## src/rtl/kempston_mouse_accum.sv

```systemverilog
// PS/2 three-byte mouse packet decoder that accumulates wrapping 8-bit X/Y
// positions and button state, with byte-sync checking and mid-packet timeout.
module kempston_mouse_accum #(
  parameter int TIMEOUT        = 100000,
  parameter bit BTN_ACTIVE_LOW = 1
) (
  input  logic       clk,
  input  logic       rst,
  input  logic       enable,
  input  logic       data_valid,
  input  logic [7:0] data,
  output logic [7:0] mouse_x,
  output logic [7:0] mouse_y,
  output logic [2:0] buttons,
  output logic       packet_strobe,
  output logic       sync_error
);

  localparam int            CW       = (TIMEOUT > 1) ? $clog2(TIMEOUT) : 1;
  localparam logic [CW-1:0] TMAX     = CW'(TIMEOUT - 1);
  localparam logic [2:0]    BTN_IDLE = BTN_ACTIVE_LOW ? 3'b111 : 3'b000;

  typedef enum logic [1:0] {BYTE1, BYTE2, BYTE3} state_e;

  state_e        state_q, state_d;
  logic [CW-1:0] cnt_q, cnt_d;
  logic [7:0]    status_q, status_d;
  logic [7:0]    dx_q, dx_d;
  logic [7:0]    x_q, x_d;
  logic [7:0]    y_q, y_d;
  logic [2:0]    btn_q, btn_d;
  logic          pkt_q, pkt_d;
  logic          err_q, err_d;

  logic       strobe;
  logic       expire;
  logic [2:0] btn_new;

  assign strobe  = enable & data_valid;
  assign expire  = (cnt_q == TMAX);
  assign btn_new = BTN_ACTIVE_LOW ? ~status_q[2:0] : status_q[2:0];

  always_ff @(posedge clk) begin
    if (rst) begin
      state_q  <= BYTE1;
      cnt_q    <= '0;
      status_q <= '0;
      dx_q     <= '0;
      x_q      <= '0;
      y_q      <= '0;
      btn_q    <= BTN_IDLE;
      pkt_q    <= 1'b0;
      err_q    <= 1'b0;
    end else begin
      state_q  <= state_d;
      cnt_q    <= cnt_d;
      status_q <= status_d;
      dx_q     <= dx_d;
      x_q      <= x_d;
      y_q      <= y_d;
      btn_q    <= btn_d;
      pkt_q    <= pkt_d;
      err_q    <= err_d;
    end
  end

  always_comb begin
    state_d  = state_q;
    cnt_d    = cnt_q;
    status_d = status_q;
    dx_d     = dx_q;
    x_d      = x_q;
    y_d      = y_q;
    btn_d    = btn_q;
    pkt_d    = 1'b0;
    err_d    = 1'b0;
    if (!enable) begin
      // Host owns the bus: drop any partial packet silently.
      state_d = BYTE1;
      cnt_d   = '0;
    end else begin
      unique case (state_q)
        BYTE1: begin
          cnt_d = '0;
          if (strobe) begin
            if (data[3]) begin
              status_d = data;
              state_d  = BYTE2;
            end else begin
              err_d = 1'b1;
            end
          end
        end
        BYTE2: begin
          if (strobe) begin
            dx_d    = data;
            cnt_d   = '0;
            state_d = BYTE3;
          end else if (expire) begin
            cnt_d   = '0;
            err_d   = 1'b1;
            state_d = BYTE1;
          end else begin
            cnt_d = cnt_q + CW'(1);
          end
        end
        BYTE3: begin
          if (strobe) begin
            // Sign bits are ignored: the low 8 bits of the delta wrap naturally.
            if (!status_q[6]) x_d = x_q + dx_q;
            if (!status_q[7]) y_d = y_q + data;
            btn_d   = btn_new;
            pkt_d   = 1'b1;
            cnt_d   = '0;
            state_d = BYTE1;
          end else if (expire) begin
            cnt_d   = '0;
            err_d   = 1'b1;
            state_d = BYTE1;
          end else begin
            cnt_d = cnt_q + CW'(1);
          end
        end
        default: begin
          cnt_d   = '0;
          state_d = BYTE1;
        end
      endcase
    end
  end

  assign mouse_x       = x_q;
  assign mouse_y       = y_q;
  assign buttons       = btn_q;
  assign packet_strobe = pkt_q;
  assign sync_error    = err_q;

endmodule

```

## config.mk

```make
export PLATFORM = sky130hd
export DESIGN_NAME = kempston_mouse_accum
export DESIGN_NICKNAME = d
export VERILOG_FILES = /design/src/rtl/kempston_mouse_accum.sv
export SDC_FILE = /design/constraint.sdc
export NUM_CORES = 1
export LEC_CHECK = 0
export CORE_MARGIN = 2
export CORE_UTILIZATION = 35
export DETAILED_ROUTE_END_ITERATION = 8
export PLACE_DENSITY_LB_ADDON = 0.3
export SLEW_MARGIN = 20
export SYNTH_ARGS = -nofsm -noshare
export SYNTH_HDL_FRONTEND = slang
export SYNTH_SLANG_ARGS = --single-unit
```

## constraint.sdc

```tcl
create_clock -name clk -period 2.8 [get_ports clk]
set_clock_uncertainty 0.1 [all_clocks]
set_input_delay 0.56 -clock clk [delete_from_list [all_inputs] [get_ports clk]]
set_output_delay 0.56 -clock clk [all_outputs]
set_load 0.1 [all_outputs]
```

==> flow_metrics.env, run 1 <==
export IMPL_outcome="finished, final reports clean"
export IMPL_max_vdd_ir_drop_v=0.000239
export IMPL_postLayoutCellArea_um2=3250
export IMPL_antenna_found_initial=0
export IMPL_relSlewSlack_pct=65.5
export IMPL_hold_viol=0
export IMPL_path_clk_slew_ns=0.10
export IMPL_drc=0
export IMPL_rsz0062_at_grt="no"
export IMPL_slowest_stage="clkdlybuf4s50_1"
export IMPL_tightest_slew_ns=0.515
export IMPL_reg2reg_depth=6
export IMPL_vias_per_cell=4.94
export IMPL_cts_tree="done"
export IMPL_cts_max_path_buffers=2
export IMPL_die_h_um=91.8
export IMPL_portBuffers=32
export IMPL_crit_buf_inv=2
export IMPL_clkLatencyLatePin_ns=0.31
export IMPL_reg2reg_slack_ns=0.51
export IMPL_yosys_warnings=0
export IMPL_synth_edf_count=0
export IMPL_ctsHoldBuffers=0
export IMPL_area_delta_synth_final_pct=20.3
export IMPL_track_usage_pct=14.7
export IMPL_place_area_um2=3110
export IMPL_postSynthNetCount=354
export IMPL_layout_cells_most_common_list="dfxtp_1 (53), nand2_1 (47), nor2_1 (36)"
export IMPL_ctsResizeCount=0
export IMPL_routed_wl_um=5830
export IMPL_die_w_um=91.8
export IMPL_dieArea_um2=8430
export IMPL_routedWlPerCell_um=12.7
export IMPL_final_common_cell="dfxtp_1"
export IMPL_grt_first_pass_wirelength_um=10000
export IMPL_drtIter0Drc=81
export IMPL_hp_class="reg -> reg"
export IMPL_period_needed_ns=2.49
export IMPL_ys_ff_latch=53
export IMPL_fillers=806
export IMPL_clock_root_buffer="clkbuf_8"
export IMPL_cp_start_kind="input pin"
export IMPL_first_pass_iters=4
export IMPL_drive_above_1_share_pct=12.6
export IMPL_dp_hpwl_um=4330
export IMPL_cp_depth=9
export IMPL_crit_path_end_kind="register"
export IMPL_crit_start="data[0]"
export IMPL_antenna_diode_count=0
export IMPL_ios=33
export IMPL_num_vias=2273
export IMPL_post_route_period_util_pct=89.1
export IMPL_leakagePower_nw=1.23
export IMPL_tns_ns=0
export IMPL_grt_overflow_total=0
export IMPL_yosysUniqueCellTypes=41
export IMPL_gp_congestion=0.801
export IMPL_ant_nets=0
export IMPL_dp_slack_ns=-0.0339
export IMPL_crit_fanout=3
export IMPL_fmax_ghz=0.401
export IMPL_worstSetupPathType="in -> reg"
export IMPL_synthFlopType="dfxtp_1"
export IMPL_cp_cell_sequence="clkdlybuf4s50_1 > ha_1 > inv_1 > fa_1 > nor2b_1 > o21ai_0 > a21boi_0 > o31ai_1 > and2_1"
export IMPL_total_power_mw=1.49
export IMPL_slowest_delay_ns=0.54
export IMPL_syn_inst=321
export IMPL_cts_buffers=5
export IMPL_htreeDepth=2
export IMPL_async_flop_share_pct=0
export IMPL_crit_arrival_ns=2.61
export IMPL_grt_max_degree=33
export IMPL_setup_violations_final=0
export IMPL_fin_nets=390
export IMPL_slew_violations=0
export IMPL_seq_area_frac_synth_pct=39.3
export IMPL_crit_end="mouse_y[4]$_SDFFE_PP0P_"
export IMPL_grt_pass1_vias=2142
export IMPL_synth_area_per_cell_um2=8.41
export IMPL_reg2reg_to="sync_error$_SDFF_PP0_"
export IMPL_clock_sinks=53
export IMPL_fp_row_count=32
export IMPL_start_util_pct=35.5
export IMPL_drv_cap=0
export IMPL_coreArea_um2=7610
export IMPL_setup_slack_ns=0.305
export IMPL_syn_cell_area_um2=2700
export IMPL_cp_data_required_time_ns=2.92
export IMPL_cts_setup_buffers=0
export IMPL_power_density_nw_per_um2=460
export IMPL_rr_startpoint="cnt_q[0]$_SDFF_PP0_"
export IMPL_crit_family="buffers and inverters"
## where the power goes
part           internal (mW)  total (mW)  switching [mW]
Clock                  0.360       0.625           0.265
Sequential             0.760       0.765         0.00476
Combinational         0.0395       0.104          0.0649
Total                   1.16        1.49           0.334
## cell families (layout without fill, tap and decap cells)
group	after synthesis	in the layout	synth area share [%]
and+or+nand+nor	138	138	24.7
adders and majority gates	21	21	10.3
DFF	53	53	39.3
xor gates and xnor gates	19	19	6.16
buffers and inverters	24	61	3.38
muxes	6	6	2.32
AOI/OAI and AO/OA	60	60	13.8
## flip-flops by register name, summed over array words and instances, names as in the netlist
signal	cells
buttons	3
status_q	5
packet_strobe	1
dx_q	8
mouse_x	8
sync_error	1
cnt_q	17
mouse_y	8
state_q	2
## worst min-delay path by stage
stage	startpoint	to	slack, ns	cells past startpoint
floorplan	cnt_q[0]$_SDFF_PP0_	cnt_q[0]$_SDFF_PP0_	0.31	1
global placement	cnt_q[0]$_SDFF_PP0_	cnt_q[0]$_SDFF_PP0_	0.33	1
detailed placement	cnt_q[0]$_SDFF_PP0_	cnt_q[0]$_SDFF_PP0_	0.34	1
CTS	cnt_q[0]$_SDFF_PP0_	cnt_q[0]$_SDFF_PP0_	0.35	1
global route	cnt_q[0]$_SDFF_PP0_	cnt_q[0]$_SDFF_PP0_	0.36	1
finish	cnt_q[0]$_SDFF_PP0_	cnt_q[0]$_SDFF_PP0_	0.35	1
## metrics by stage
stage | std cells | hold WS, ns | util, %
6_report | 460 | 0.354 | 42.7
5_1_grt | 460 | 0.364 | 42.7
4_1_cts | 460 | 0.351 | 42.7
3_5_place_dp | 452 | 0.336 | 40.9
3_3_place_gp | 452 | 0.328 | 40.9
2_1_floorplan | 321 | 0.313 | -
## synth_stat cells (all sizes together) (2+ instances only)
master,count,area [um2]
nand3,11,60.1
a21o,2,15.0
o211ai,7,52.6
a31oi,3,18.8
o21a,4,30.0
fa,2,40.0
inv,14,52.6
or2,2,12.5
and3,7,46.3
mux2i,4,40.0
nand4,2,12.5
nor3b,4,30.0
nor3,11,55.1
a211oi,5,42.5
nand4b,2,17.5
nor2b,4,25.0
dfxtp,53,1060
o21ai,7,35.0
clkbuf,7,26.3
nor2,36,135
ha,19,238
a21oi,25,125
and2,4,25.0
o31ai,4,30.0
buf,3,12.5
xor2,2,17.5
xnor2,17,149
nand2,47,176
a21boi,2,15.0
nor4b,3,26.3
mux2,2,22.5
## layer usage
layer | vias up | track usage [%] | share of wire (%)
met5 | - | 0 | 0
met4 | 0 | 4.48 | 1.4
met3 | 7 | 2.88 | 4.2
met2 | 39 | 24.0 | 46
met1 | 1040 | 19.7 | 49
li1 | 1187 | - | -
## final cells by class
type	instances	area, um2	share of cell area, %
multi-input cells	244	1550	47.7
clock inverters	3	68.8	2.12
well taps	102	128	3.93
repair buffers	39	320	9.87
flip-flops and latches	53	1060	32.7
clock buffers	5	68.8	2.12
inverters	14	52.6	1.62
(Power assumes the default switching activity.)
==> run 2, diff against run 1 <==
- CORE_ASPECT_RATIO: not set -> 1.1
==> run 2 against run 1 <==
- first-iteration DRC count up 6.2%
- core utilization up 0.13 points
- sequential power about the same
- via count down 1.2%
- clock-buffer cell count unchanged
- wire length down 0.79%
- non-clock buffer count unchanged
==> flow_metrics.env, run 2 (synthesis results as in run 1) <==
export IMPL_track_usage_pct=15.0
export IMPL_slew_violations=0
export IMPL_routed_wl_um=5780
export IMPL_hp_class="reg -> reg"
export IMPL_gp_congestion=0.896
export IMPL_largest_register_ff_count=17
export IMPL_ios=33
export IMPL_total_power_mw=1.30
export IMPL_ctsHoldBuffers=0
export IMPL_drc=0
export IMPL_crit_path_end_kind="register"
export IMPL_vias_per_cell=4.85
export IMPL_power_density_nw_per_um2=405
export IMPL_die_h_um=96.1
export IMPL_dieArea_um2=8430
export IMPL_ctsResizeCount=0
export IMPL_path_clk_slew_ns=0.10
export IMPL_cts_tree="done"
export IMPL_grt_first_pass_wirelength_um=9860
export IMPL_ant_nets=0
export IMPL_start_util_pct=36.1
export IMPL_drive_above_1_share_pct=12.6
export IMPL_register_area_um2=1060
export IMPL_setup_slack_ns=0.386
export IMPL_first_pass_iters=4
export IMPL_fin_nets=390
export IMPL_antenna_diode_count=0
export IMPL_cts_buffers=5
export IMPL_layout_cells_most_common_list="dfxtp_1 (53), nand2_1 (47), nor2_1 (36)"
export IMPL_outcome="finished, final reports clean"
export IMPL_postLayoutCellArea_um2=3200
export IMPL_antenna_found_initial=0
export IMPL_fillers=736
export IMPL_final_common_cell="dfxtp_1"
export IMPL_coreArea_um2=7470
export IMPL_setup_violations_final=0
export IMPL_die_w_um=87.7
export IMPL_period_needed_ns=2.41
export IMPL_drv_cap=0
export IMPL_clkLatencyLatePin_ns=0.30
export IMPL_area_delta_synth_final_pct=18.5
export IMPL_clock_sinks=53
export IMPL_cts_max_path_buffers=2
export IMPL_rsz0062_at_grt="no"
export IMPL_tightest_slew_ns=0.542
export IMPL_fp_row_count=33
export IMPL_crit_fanout=3
export IMPL_fmax_ghz=0.414
export IMPL_portBuffers=32
export IMPL_drtIter0Drc=86
export IMPL_htreeDepth=2
export IMPL_crit_arrival_ns=2.52
export IMPL_grt_max_degree=33
export IMPL_leakagePower_nw=1.20
export IMPL_grt_overflow_total=0
export IMPL_multi_input_area_um2=1550
export IMPL_dp_slack_ns=0.0628
export IMPL_cp_start_kind="input pin"
export IMPL_cp_data_required_time_ns=2.91
export IMPL_place_area_um2=3110
export IMPL_tns_ns=0
export IMPL_routedWlPerCell_um=12.5
export IMPL_relSlewSlack_pct=63.7
export IMPL_clock_root_buffer="clkbuf_8"
export IMPL_post_route_period_util_pct=86.2
export IMPL_dp_hpwl_um=4360
export IMPL_num_vias=2245
export IMPL_hold_viol=0
export IMPL_hold_slack_ns=0.353
export IMPL_max_vdd_ir_drop_v=0.000215
export IMPL_regMostFlops="cnt_q"
export IMPL_cts_setup_buffers=0
export IMPL_worstSetupPathType="in -> reg"
export IMPL_grt_pass1_vias=2142
-- run 2: report_power, final --
group / internal (mW) / switching [mW] / leakage (nW)
Clock: 0.173 / 0.255 / 0.0439
Combinational: 0.0395 / 0.0640 / 0.732
Sequential: 0.760 / 0.00490 / 0.428
-- run 2: final cells by class --
cell class / count / share of cell area, %
clock inverters: 3 / 0.548
multi-input cells: 244 / 48.4
repair buffers: 39 / 10.0
well taps: 105 / 4.11
flip-flops and latches: 53 / 33.2
inverters: 14 / 1.64
clock buffers: 5 / 2.15
-- run 2: layer usage --
metal	vias up	GRT usage [%]	part of all wire, %
met1	1028	18.9	48
met4	0	5.13	1.6
li1	1180	-	-
met3	7	3.17	3.0
met2	30	25.2	47
met5	-	0	0
-- run 2: worst max-delay path, cell delays in order --
cell and delay, ns:
clkdlybuf4s50_1 0.50, ha_1 0.17, inv_1 0.05, fa_1 0.40, nor2b_1 0.12, o21ai_0 0.10, a21boi_0 0.34, o31ai_1 0.12
and2_1 0.16
-- run 2: path summary, 6_finish.rpt --
kind / from / end / slack, ns / depth (start not counted)
max: data[0] / mouse_y[4]$_SDFFE_PP0P_ / 0.39 / 9
min: cnt_q[0]$_SDFF_PP0_ / cnt_q[0]$_SDFF_PP0_ / 0.35 / 1
max reg2reg: cnt_q[0]$_SDFF_PP0_ / cnt_q[4]$_SDFF_PP0_ / 0.52 / 6
min reg2reg: cnt_q[0]$_SDFF_PP0_ / cnt_q[0]$_SDFF_PP0_ / 0.35 / 1
-- run 2: through the flow --
step / utilization, % / std cells
after floorplan: - / 321
after global placement: 41.7 / 455
after detailed placement: 41.7 / 455
after CTS: 42.8 / 463
after global routing: 42.8 / 463
final: 42.8 / 463
